$ cat config.mk
export PLATFORM = sky130hd
export DESIGN_NAME = mem_port_arbiter
export DESIGN_NICKNAME = d
export VERILOG_FILES = /design/src/rtl/mem_arb_pkg.sv /design/src/rtl/mem_arb_timer.sv /design/src/rtl/mem_port_arbiter.sv
export SDC_FILE = /design/constraint.sdc
export NUM_CORES = 1
export LEC_CHECK = 0
export CAP_MARGIN = 40
export CORE_AREA = 4 4 114 116
export CTS_CLUSTER_DIAMETER = 30
export CTS_CLUSTER_SIZE = 16
export DETAILED_ROUTE_END_ITERATION = 7
export DIE_AREA = 0 0 118 120
export PLACE_DENSITY_LB_ADDON = 0.05
export SYNTH_ARGS = -nofsm -noshare
export SYNTH_HDL_FRONTEND = slang
export SYNTH_SLANG_ARGS = --single-unit
$ cat constraint.sdc
create_clock -name clk -period 2.4 [get_ports clk]
set_input_delay 0.72 -clock clk [delete_from_list [all_inputs] [get_ports clk]]
set_output_delay 0.72 -clock clk [all_outputs]
set_load 0.005 [all_outputs]
$ cat src/rtl/mem_arb_pkg.sv
// Shared definitions for the unified memory-port arbiter: state encoding,
// parameter defaults and the read data returned on a timeout abort.
package mem_arb_pkg;

   typedef enum logic [1:0] {
      StIdle    = 2'd0,
      StIfBusy  = 2'd1,
      StMemBusy = 2'd2,
      StIfDrop  = 2'd3
   } arb_state_e;

   localparam int unsigned STARVE_LIMIT_DEF = 4;
   localparam int unsigned TIMEOUT_DEF      = 64;
   localparam logic [31:0] ERR_RDATA        = 32'h0;

endpackage

$ cat src/rtl/mem_arb_timer.sv
// Per-transaction wait counter; flags the last cycle allowed before a
// transaction is aborted for lack of ram_ready.
module mem_arb_timer #(
   parameter int unsigned TIMEOUT = 64
) (
   input  logic clk,
   input  logic rst_n,
   input  logic clr,
   input  logic en,
   output logic expired
);

   logic [7:0] wait_cnt_q, wait_cnt_d;

   always_comb begin
      wait_cnt_d = wait_cnt_q;
      if (clr) begin
         wait_cnt_d = 8'd0;
      end else if (en) begin
         wait_cnt_d = wait_cnt_q + 8'd1;
      end
   end

   always_ff @(posedge clk or negedge rst_n) begin
      if (!rst_n) begin
         wait_cnt_q <= 8'd0;
      end else begin
         wait_cnt_q <= wait_cnt_d;
      end
   end

   assign expired = (wait_cnt_q == 8'(TIMEOUT - 1));

endmodule

$ cat src/rtl/mem_port_arbiter.sv
// Shares one memory port between instruction fetch and data access, with MEM
// priority, bounded IF starvation, fetch cancel and a watchdog abort.
module mem_port_arbiter
   import mem_arb_pkg::*;
#(
   parameter int unsigned STARVE_LIMIT = STARVE_LIMIT_DEF,
   parameter int unsigned TIMEOUT      = TIMEOUT_DEF
) (
   input  logic        clk,
   input  logic        rst_n,
   input  logic        if_req,
   input  logic [31:0] if_addr,
   input  logic        if_cancel,
   output logic        if_ack,
   output logic [31:0] if_rdata,
   input  logic        mem_rd,
   input  logic        mem_wr,
   input  logic [31:0] mem_addr,
   input  logic [31:0] mem_wdata,
   output logic        mem_ack,
   output logic [31:0] mem_rdata,
   output logic        ram_en,
   output logic        ram_we,
   output logic [31:0] ram_addr,
   output logic [31:0] ram_wdata,
   input  logic [31:0] ram_rdata,
   input  logic        ram_ready,
   output logic        if_stall,
   output logic        mem_stall,
   output logic        bus_err
);

   arb_state_e  state_q, state_d;
   logic [3:0]  starve_cnt_q, starve_cnt_d;
   logic [31:0] addr_q, addr_d;
   logic [31:0] wdata_q, wdata_d;
   logic        we_q, we_d;
   logic        bus_err_q, bus_err_d;
   logic        mem_req, busy, expired, timer_clr, timeout;

   assign mem_req = mem_rd | mem_wr;
   assign busy    = (state_q != StIdle);
   assign timeout = busy & ~ram_ready & expired;

   mem_arb_timer #(
      .TIMEOUT (TIMEOUT)
   ) u_timer (
      .clk     (clk),
      .rst_n   (rst_n),
      .clr     (timer_clr),
      .en      (busy & ~ram_ready),
      .expired (expired)
   );

   always_comb begin
      state_d      = state_q;
      starve_cnt_d = starve_cnt_q;
      addr_d       = addr_q;
      wdata_d      = wdata_q;
      we_d         = we_q;
      bus_err_d    = bus_err_q | timeout;
      timer_clr    = 1'b0;
      if_ack       = 1'b0;
      mem_ack      = 1'b0;
      unique case (state_q)
         StIdle: begin
            if (mem_req && (!if_req || (starve_cnt_q < 4'(STARVE_LIMIT)))) begin
               state_d      = StMemBusy;
               starve_cnt_d = if_req ? starve_cnt_q + 4'd1 : 4'd0;
               addr_d       = mem_addr;
               wdata_d      = mem_wdata;
               we_d         = mem_wr;
               timer_clr    = 1'b1;
            end else if (if_req && !if_cancel) begin
               state_d      = StIfBusy;
               starve_cnt_d = 4'd0;
               addr_d       = if_addr;
               wdata_d      = 32'h0;
               we_d         = 1'b0;
               timer_clr    = 1'b1;
            end
         end
         StIfBusy: begin
            if (ram_ready || expired) begin
               if_ack  = ~if_cancel;
               state_d = StIdle;
            end else if (if_cancel) begin
               // Memory access can't be aborted; drain it silently.
               state_d = StIfDrop;
            end
         end
         StMemBusy: begin
            if (ram_ready || expired) begin
               mem_ack = 1'b1;
               state_d = StIdle;
            end
         end
         StIfDrop: begin
            if (ram_ready || expired) begin
               state_d = StIdle;
            end
         end
         default: state_d = StIdle;
      endcase
   end

   always_ff @(posedge clk or negedge rst_n) begin
      if (!rst_n) begin
         state_q      <= StIdle;
         starve_cnt_q <= 4'd0;
         addr_q       <= 32'h0;
         wdata_q      <= 32'h0;
         we_q         <= 1'b0;
         bus_err_q    <= 1'b0;
      end else begin
         state_q      <= state_d;
         starve_cnt_q <= starve_cnt_d;
         addr_q       <= addr_d;
         wdata_q      <= wdata_d;
         we_q         <= we_d;
         bus_err_q    <= bus_err_d;
      end
   end

   // Ready beats a coincident timeout, so real data is returned then.
   assign if_rdata  = ram_ready ? ram_rdata : ERR_RDATA;
   assign mem_rdata = ram_ready ? ram_rdata : ERR_RDATA;
   assign ram_en    = busy;
   assign ram_we    = we_q;
   assign ram_addr  = addr_q;
   assign ram_wdata = wdata_q;
   assign bus_err   = bus_err_q;
   assign if_stall  = if_req & ~if_ack;
   assign mem_stall = mem_req & ~mem_ack;

endmodule

==> impl_metrics.csv, run 1 <==
group,metric,value,unit
run_status,run_status,"finished, final reports clean",
setup_path,r2r-start,"state_q[1]",
finish,final_layout_size_suffix_gt1_share,10.9,%
power,internal_power,0.00471,W
timing,rsz0062_at_grt,"no",
finish,final_common_cell,"clkdlybuf4s50_1",
synth,syn-instance-count,494,
power,swShare,33.4,%
grt,grt_max_degree,44,
placement,place_area,0.00723,sq mm
power,leakage,3.34,nW
timing,tightest_slew,0.596,ns
clock_tree,clk_pin_slew_worst_paths,0.06,ns
finish,fin_area,0.00750,sq mm
synth,yosysWarningCount,0,
drt,drc_errors,0,
clock_tree,clockRootBuffer,"clkbuf_16",
placement,gp_congestion,0.819,
grt,grt_antenna_before_repair,0,
synth,ys_types,53,
power,power.density,943,mW/mm^2
power,max-vdd-ir-drop,0.517,mV
floorplanning,rows,40,
setup_path,cp-startpoint,"ram_ready",
grt,grt_pass1_vias,4660,
timing,hold_viol,0,
setup_path,cp_data_arrival_time,1.64,ns
floorplanning,start_util,37.7,%
grt,grt_use_total,20.9,%
placement,dp_hpwl,11100,um
setup_path,critical_path_class,"in2out",
synth,ys_seq_area_share,44.6,%
drt,drtIter0Drc,426,
synth,synth_area_leaders,"dfrtp_1 (45%), buf_4 (5.4%), nand4_1 (4.7%)",
setup_path,cp-start-kind,"primary input",
placement,placedCellCount,867,
grt,grt_first_pass_wirelength,24500,um
timing,setup_viol,0,
timing,fin_crit_sh,98.3,%
timing,slew_headroom,60.3,%
min_path,min_path_type,"in2async",
synth,syn_area,0.00449,sq mm
floorplanning,ios,270,
power,power_frac_comb,47.8,%
timing,finClkSkew,0.00318,ns
drt,wl,15500,um
drt,firstDrtPassIters,5,
setup_path,worstPathRequired,1.68,ns
floorplanning,die_area,0.0142,sq mm
grt,grt.overflow.total,0,
finish,final_cell_mix,"clkdlybuf4s50_1 (196), dfrtp_1 (80), dlygate4sd2_1 (67)",
setup_path,end_kind,"output pin",
timing,period_minus_slack,2.36,ns
floorplanning,dieWidth,118,um
clock_tree,cts_tree,"built",
finish,utilization,63.0,%
setup_path,crit_fanout,6,
synth,syn_nets,631,
synth,synth_top_area_share,44.6,%
placement,portBuffers,269,
finish,nets,869,
synth,synth_area_leader_cell,"dfrtp_1",
floorplanning,die_y,120,um
clock_tree,htreeDepth,3,
synth,synth_async_sr_flop_share,100,%
power,power_frac_clock,20.7,%
finish,area_growth,67.2,%
clock_tree,clk_path_buf_depth,2,
clock_tree,cts.sinks,80,
synth,synth_edf_count,0,
finish,antenna_cells,0,
floorplanning,core-area,0.0119,sq mm
clock_tree,clk_latency,0.33,ns
synth,ys_seq_elements,80,
clock_tree,cts_buffers,9,
power,total_power,0.00708,W
timing,slew_violations,0,
power,p_switching,0.00236,W
drt,antenna_left,0,
run,maxCapViolCount,0,
drt,vias,4654,
finish,final_cells,884,
drt,vias_per_cell,5.26,
power,p_seq_share,31.6,%
synth,synth_flop_cell,"dfrtp_1",
drt,wl_per_cell,17.6,um
synth,avgSynthCellArea,9.09,sq um
clock_tree,ctsHoldBuffers,0,
timing,max_freq,0.424,GHz
-- critical path, cell delays in order --
cell             delay (ns)
clkdlybuf4s15_2        0.23
a31o_4                 0.25
and3_1                 0.18
dlygate4sd2_1          0.26
-- power groups by stage --
stage / logic, W / registers [W] / clock network (W)
after global routing: 0.00369 / 0.00230 / 0.00156
after floorplan: 0.00148 / 0.00227 / 0
after CTS: 0.00343 / 0.00224 / 0.00151
after global placement: 0.00339 / 0.00223 / 0
after detailed placement: 0.00346 / 0.00225 / 0
final: 0.00338 / 0.00223 / 0.00146
-- flip-flops by register name (all words and copies together), names as in the netlist --
register	count
ram_we	1
ram_wdata	32
state_q	2
bus_err	1
starve_cnt_q	4
ram_addr	32
u_timer.wait_cnt_q	8
-- cell type report --
| cell class | instances | area, sq um |
|---|---|---|
| Clock inverter | 3 | 65.1 |
| Sequential cell | 80 | 2000 |
| Fill cell | 1039 | 4410 |
| Tap cell | 147 | 184 |
| Timing Repair Buffer | 306 | 2950 |
| Inverter | 35 | 131 |
| Clock buffer | 13 | 250 |
| Multi-Input combinational cell | 300 | 1920 |
-- path summary, 6_finish.rpt --
kind	end	slack [ns]	cells past startpoint
worst min register to register	bus_err	0.47	1
worst max register to register	u_timer.wait_cnt_q[0]	0.43	6
worst max-delay path	mem_ack	0.04	4
min in group clk	bus_err	0.47	1
max in group asynchronous	ram_addr[1]	1.42	2
worst min-delay path	ram_addr[11]	0.39	1
-- cell usage after synthesis, drive strengths merged (2+ instances only) --
library cell  instances
dfrtp                80
buf                  45
nand2                41
o21ai                40
nor2                 38
clkbuf               34
inv                  34
nand4                34
a221oi               32
and2                 32
nor4                 32
nand3                 5
a21oi                 4
and3                  3
mux2i                 3
a311oi                2
a31oi                 2
ha                    2
nor3                  2
o2111ai               2
o211ai                2
o21bai                2
or2                   2
or4                   2
-- stage by stage --
step	hold slack (ns)	TNS [ns]	setup slack [ns]
final	0.391	0	0.0406
after global routing	0.420	0	0.000439
after CTS	0.400	0	0.00120
after detailed placement	0.462	-35.45	-0.480
after global placement	0.466	-35.07	-0.471
after floorplan	0.424	0	0.0986
-- layer usage --
layer	part of all wire [%]	wire [um]	up-vias	global-route usage (%)
li1	-	-	2219	-
met1	41	6400	2241	26.0
met2	50	7810	179	35.1
met3	7.0	1090	15	6.22
met4	1.4	217	0	6.30
met5	0	0	-	0
-- kinds of logic (layout without fill, tap and decap cells) --
kind of cell	count (synthesis)	after routing	synth area share (%)
DFF	80	80	44.6
buffers and inverters	114	357	13.4
and+or+nand+nor	199	199	24.3
AOI/OAI and AO/OA	96	96	16.5
adders and majority gates	2	2	0.557
muxes	3	3	0.669
-- timing repair --
item	CTS	global route
pin swaps	2	0
cloned	1	0
endpoints found under the setup margin	68	3
gates resized for setup	86	4
setup buffers	0	0
No activity file was read; power rests on OpenSTA's default activity.
==> run 2, diff against run 1 <==
--- a/config.mk
+++ b/config.mk
@@ -6,12 +6,13 @@
 export NUM_CORES = 1
 export LEC_CHECK = 0
 export CAP_MARGIN = 40
-export CORE_AREA = 4 4 114 116
+export CORE_AREA = 4 4 112 114
 export CTS_CLUSTER_DIAMETER = 30
 export CTS_CLUSTER_SIZE = 16
 export DETAILED_ROUTE_END_ITERATION = 7
-export DIE_AREA = 0 0 118 120
+export DIE_AREA = 0 0 116 118
 export PLACE_DENSITY_LB_ADDON = 0.05
 export SYNTH_ARGS = -nofsm -noshare
 export SYNTH_HDL_FRONTEND = slang
+export SYNTH_HIERARCHICAL = 1
 export SYNTH_SLANG_ARGS = --single-unit
==> run 2 against run 1 <==
  * Sequential share of layout area grew 1.4 points
  * Clock power shrank 5%
  * Critical path type is now reg2out
  * Count of clock-buffer cells in the layout shrank 2
  * Clock skew grew 0.0015 ns
  * Synthesized cell count shrank 20%
  * Combinational power shrank 6.8%
  * Critical endpoint is now if_stall
==> impl_metrics.csv, run 2 <==
group,metric,value,unit
finish,final_common_cell,"clkdlybuf4s50_1",
grt,grt_first_pass_wirelength,22100,um
timing,max_freq,0.417,GHz
clock_tree,cts.sinks,80,
timing,period_minus_slack,2.40,ns
synth,ys_seq_elements,80,
setup_path,crit_fanout,3,
setup_path,r2r_end,"u_timer/wait_cnt_q[5]",
grt,grt_antenna_before_repair,0,
setup_path,reg2reg_depth,6,
clock_tree,clk_latency,0.33,ns
clock_tree,clockRootBuffer,"clkbuf_16",
synth,synth_edf_count,0,
drt,firstDrtPassIters,4,
finish,final_layout_size_suffix_gt1_share,11.3,%
finish,nets,785,
drt,antenna_left,0,
clock_tree,cts_tree,"built",
setup_path,cp-start-kind,"register",
power,leakage,3.28,nW
timing,tightest_slew,0.602,ns
drt,drc_errors,0,
timing,slew_violations,0,
drt,vias_per_cell,5.00,
timing,setup_viol,0,
synth,synth_async_sr_flop_share,100,%
floorplanning,die_y,118,um
finish,n_fill_cell,999,
synth,syn_area,0.00406,sq mm
clock_tree,ctsHoldBuffers,0,
setup_path,critical_path_class,"reg2out",
synth,avgSynthCellArea,10.2,sq um
clock_tree,htreeDepth,3,
power,p_switching,0.00216,W
synth,ys_types,38,
drt,vias,3983,
min_path,min_path_type,"in2async",
synth,synth_common_cells,"dfrtp_1 (80), nor2_1 (44), a22o_1 (33), and2_1 (33), inv_1 (33)",
power,internal_power,0.00458,W
power,max-vdd-ir-drop,0.577,mV
finish,area_growth,75.7,%
finish,seq_area,0.00200,sq mm
placement,portBuffers,269,
run,maxCapViolCount,0,
clock_tree,clk_pin_slew_worst_paths,0.06,ns
clock_tree,cts_buffers,9,
setup_path,r2r-start,"state_q[0]",
power,power.density,945,mW/mm^2
synth,synth_area_leaders,"dfrtp_1 (49%), a22o_1 (7.1%), a221oi_1 (6.7%)",
setup_path,max_stage_delay,0.36,ns
finish,antenna_cells,0,
finish,multi_input_area,0.00159,sq mm
timing,hold-worst-slack,0.395,ns
synth,ys_seq_area_share,49.3,%
power,p_seq_share,32.9,%
synth,synth_area_leader_cell,"dfrtp_1",
timing,hold_viol,0,
drt,wl_per_cell,18.3,um
setup_path,worst_path_max_delay_cell,"dfrtp_1",
grt,grt.overflow.total,0,
synth,synth_flop_cell,"dfrtp_1",
run_status,run_status,"finished, final reports clean",
floorplanning,core-area,0.0114,sq mm
floorplanning,ios,270,
clock_tree,clk_path_buf_depth,2,
placement,gp_congestion,0.773,
power,swShare,32.1,%
setup_path,crit_chain,"ha_2, nand2_2, nor4_2, buf_4, nor2_4, nor4b_4, nor2b_1, buf_2",
setup_path,worstPathRequired,1.68,ns
synth,syn-instance-count,397,
synth,syn_nets,534,
setup_path,rrSetupSlack,0.43,ns
grt,grt_use_total,20.4,%
grt,grt_pass1_vias,4256,
drt,drtIter0Drc,162,
floorplanning,start_util,35.6,%
timing,finClkSkew,0.00466,ns
floorplanning,dieWidth,116,um
finish,final_cells,796,
finish,final_cell_mix,"clkdlybuf4s50_1 (198), dfrtp_1 (80), dlygate4sd2_1 (64)",
timing,slew_headroom,59.9,%
floorplanning,die_area,0.0137,sq mm
placement,dp_hpwl,11000,um
synth,yosysMostFrequentCell,"dfrtp_1",
drt,wl,14600,um
timing,fin_crit_sh,99.9,%
power,power_frac_clock,20.4,%
timing,rsz0062_at_grt,"yes",
placement,placedCellCount,777,
setup_path,cp_data_arrival_time,1.68,ns
synth,yosysWarningCount,6,
floorplanning,rows,39,
setup_path,end_kind,"output pin",
grt,grt_max_degree,47,
power,power_frac_comb,46.7,%
synth,synth_top_area_share,49.3,%
-- run 2: cell count changes in the layout (fill, tap and decap cells not counted), moves of 31 or more --
cell / previous run / this run
nand2_1: 41 / 3
o21ai_0: 38 / 3
a22o_1: 0 / 33
a211oi_1: 0 / 32
nor4_1: 32 / 0
nand4_1: 34 / 3
-- run 2: worst max-delay path, delay by kind of cell, from the launching register on --
family | cells | cell delay [ns]
fa+ha+maj | 1 | 0.20
buf+inv | 2 | 0.29
flops | 1 | 0.36
simple gates | 5 | 0.50
-- run 2: repair_timing --
item | CTS | global route
gates resized for setup | 94 | 6
pin swaps | 4 | 6
cloned | 0 | 1
setup buffers | 1 | 1
setup endpoints to repair | 69 | 7
-- run 2: logic make-up after synthesis --
family | after synthesis | synth area share (%)
buffers and inverters | 98 | 13.3
flip-flops | 80 | 49.3
multiplexers | 2 | 0.493
XOR/XNOR | 4 | 0.863
AO/OA/AOI/OAI | 114 | 23.3
adder cells (fa/ha/maj) | 2 | 0.616
AND/OR/NAND/NOR | 97 | 12.2
-- run 2: worst max path at each step --
stage / from / end / slack [ns]
2_1_floorplan: if_cancel / u_timer/wait_cnt_q[5] / -0.03
3_3_place_gp: ram_ready / if_ack / -0.59
3_5_place_dp: ram_ready / mem_rdata[31] / -0.61
4_1_cts: u_timer/wait_cnt_q[1] / if_stall / -0.23
5_1_grt: u_timer/wait_cnt_q[1] / if_stall / -0.11
6_report: u_timer/wait_cnt_q[0] / if_stall / 0.001
-- run 2: per-layer routing --
layer	GRT usage [%]	routed length, um	vias up
met3	6.58	1470	16
met1	22.2	5230	1890
li1	-	-	1898
met5	0	0	-
met2	36.9	7630	179
met4	6.31	220	0
-- run 2: area by class of cell --
type                       count  area share (%)
multi-input combinational    219            22.3
inverter                      34            1.79
sequential                    80            28.1
tap                          143            2.51
timing repair buffer         304            41.1
clock inverter                 5           0.789
clock buffer                  11            3.40
-- run 2: power groups by stage --
| stage | logic, W | clock network [W] | registers [W] |
|---|---|---|---|
| after floorplan | 0.00136 | 0 | 0.00226 |
| after global placement | 0.00316 | 0 | 0.00221 |
| after detailed placement | 0.00321 | 0 | 0.00223 |
| after CTS | 0.00320 | 0.00141 | 0.00222 |
| after global routing | 0.00341 | 0.00146 | 0.00229 |
| final | 0.00315 | 0.00138 | 0.00222 |
-- run 2: per-stage QoR --
stage	util, %	cell area (sq um)	worst slack [ns]	total power (W)	setup TNS, ns
after global placement	59.9	6840	-0.590	0.00537	-46.31
after global routing	62.5	7130	-0.112	0.00716	-0.301
after floorplan	-	4090	-0.0299	0.00362	-0.0388
final	62.5	7130	0.00130	0.00674	0
after detailed placement	59.9	6840	-0.607	0.00544	-47.31
after CTS	62.0	7070	-0.234	0.00683	-0.629
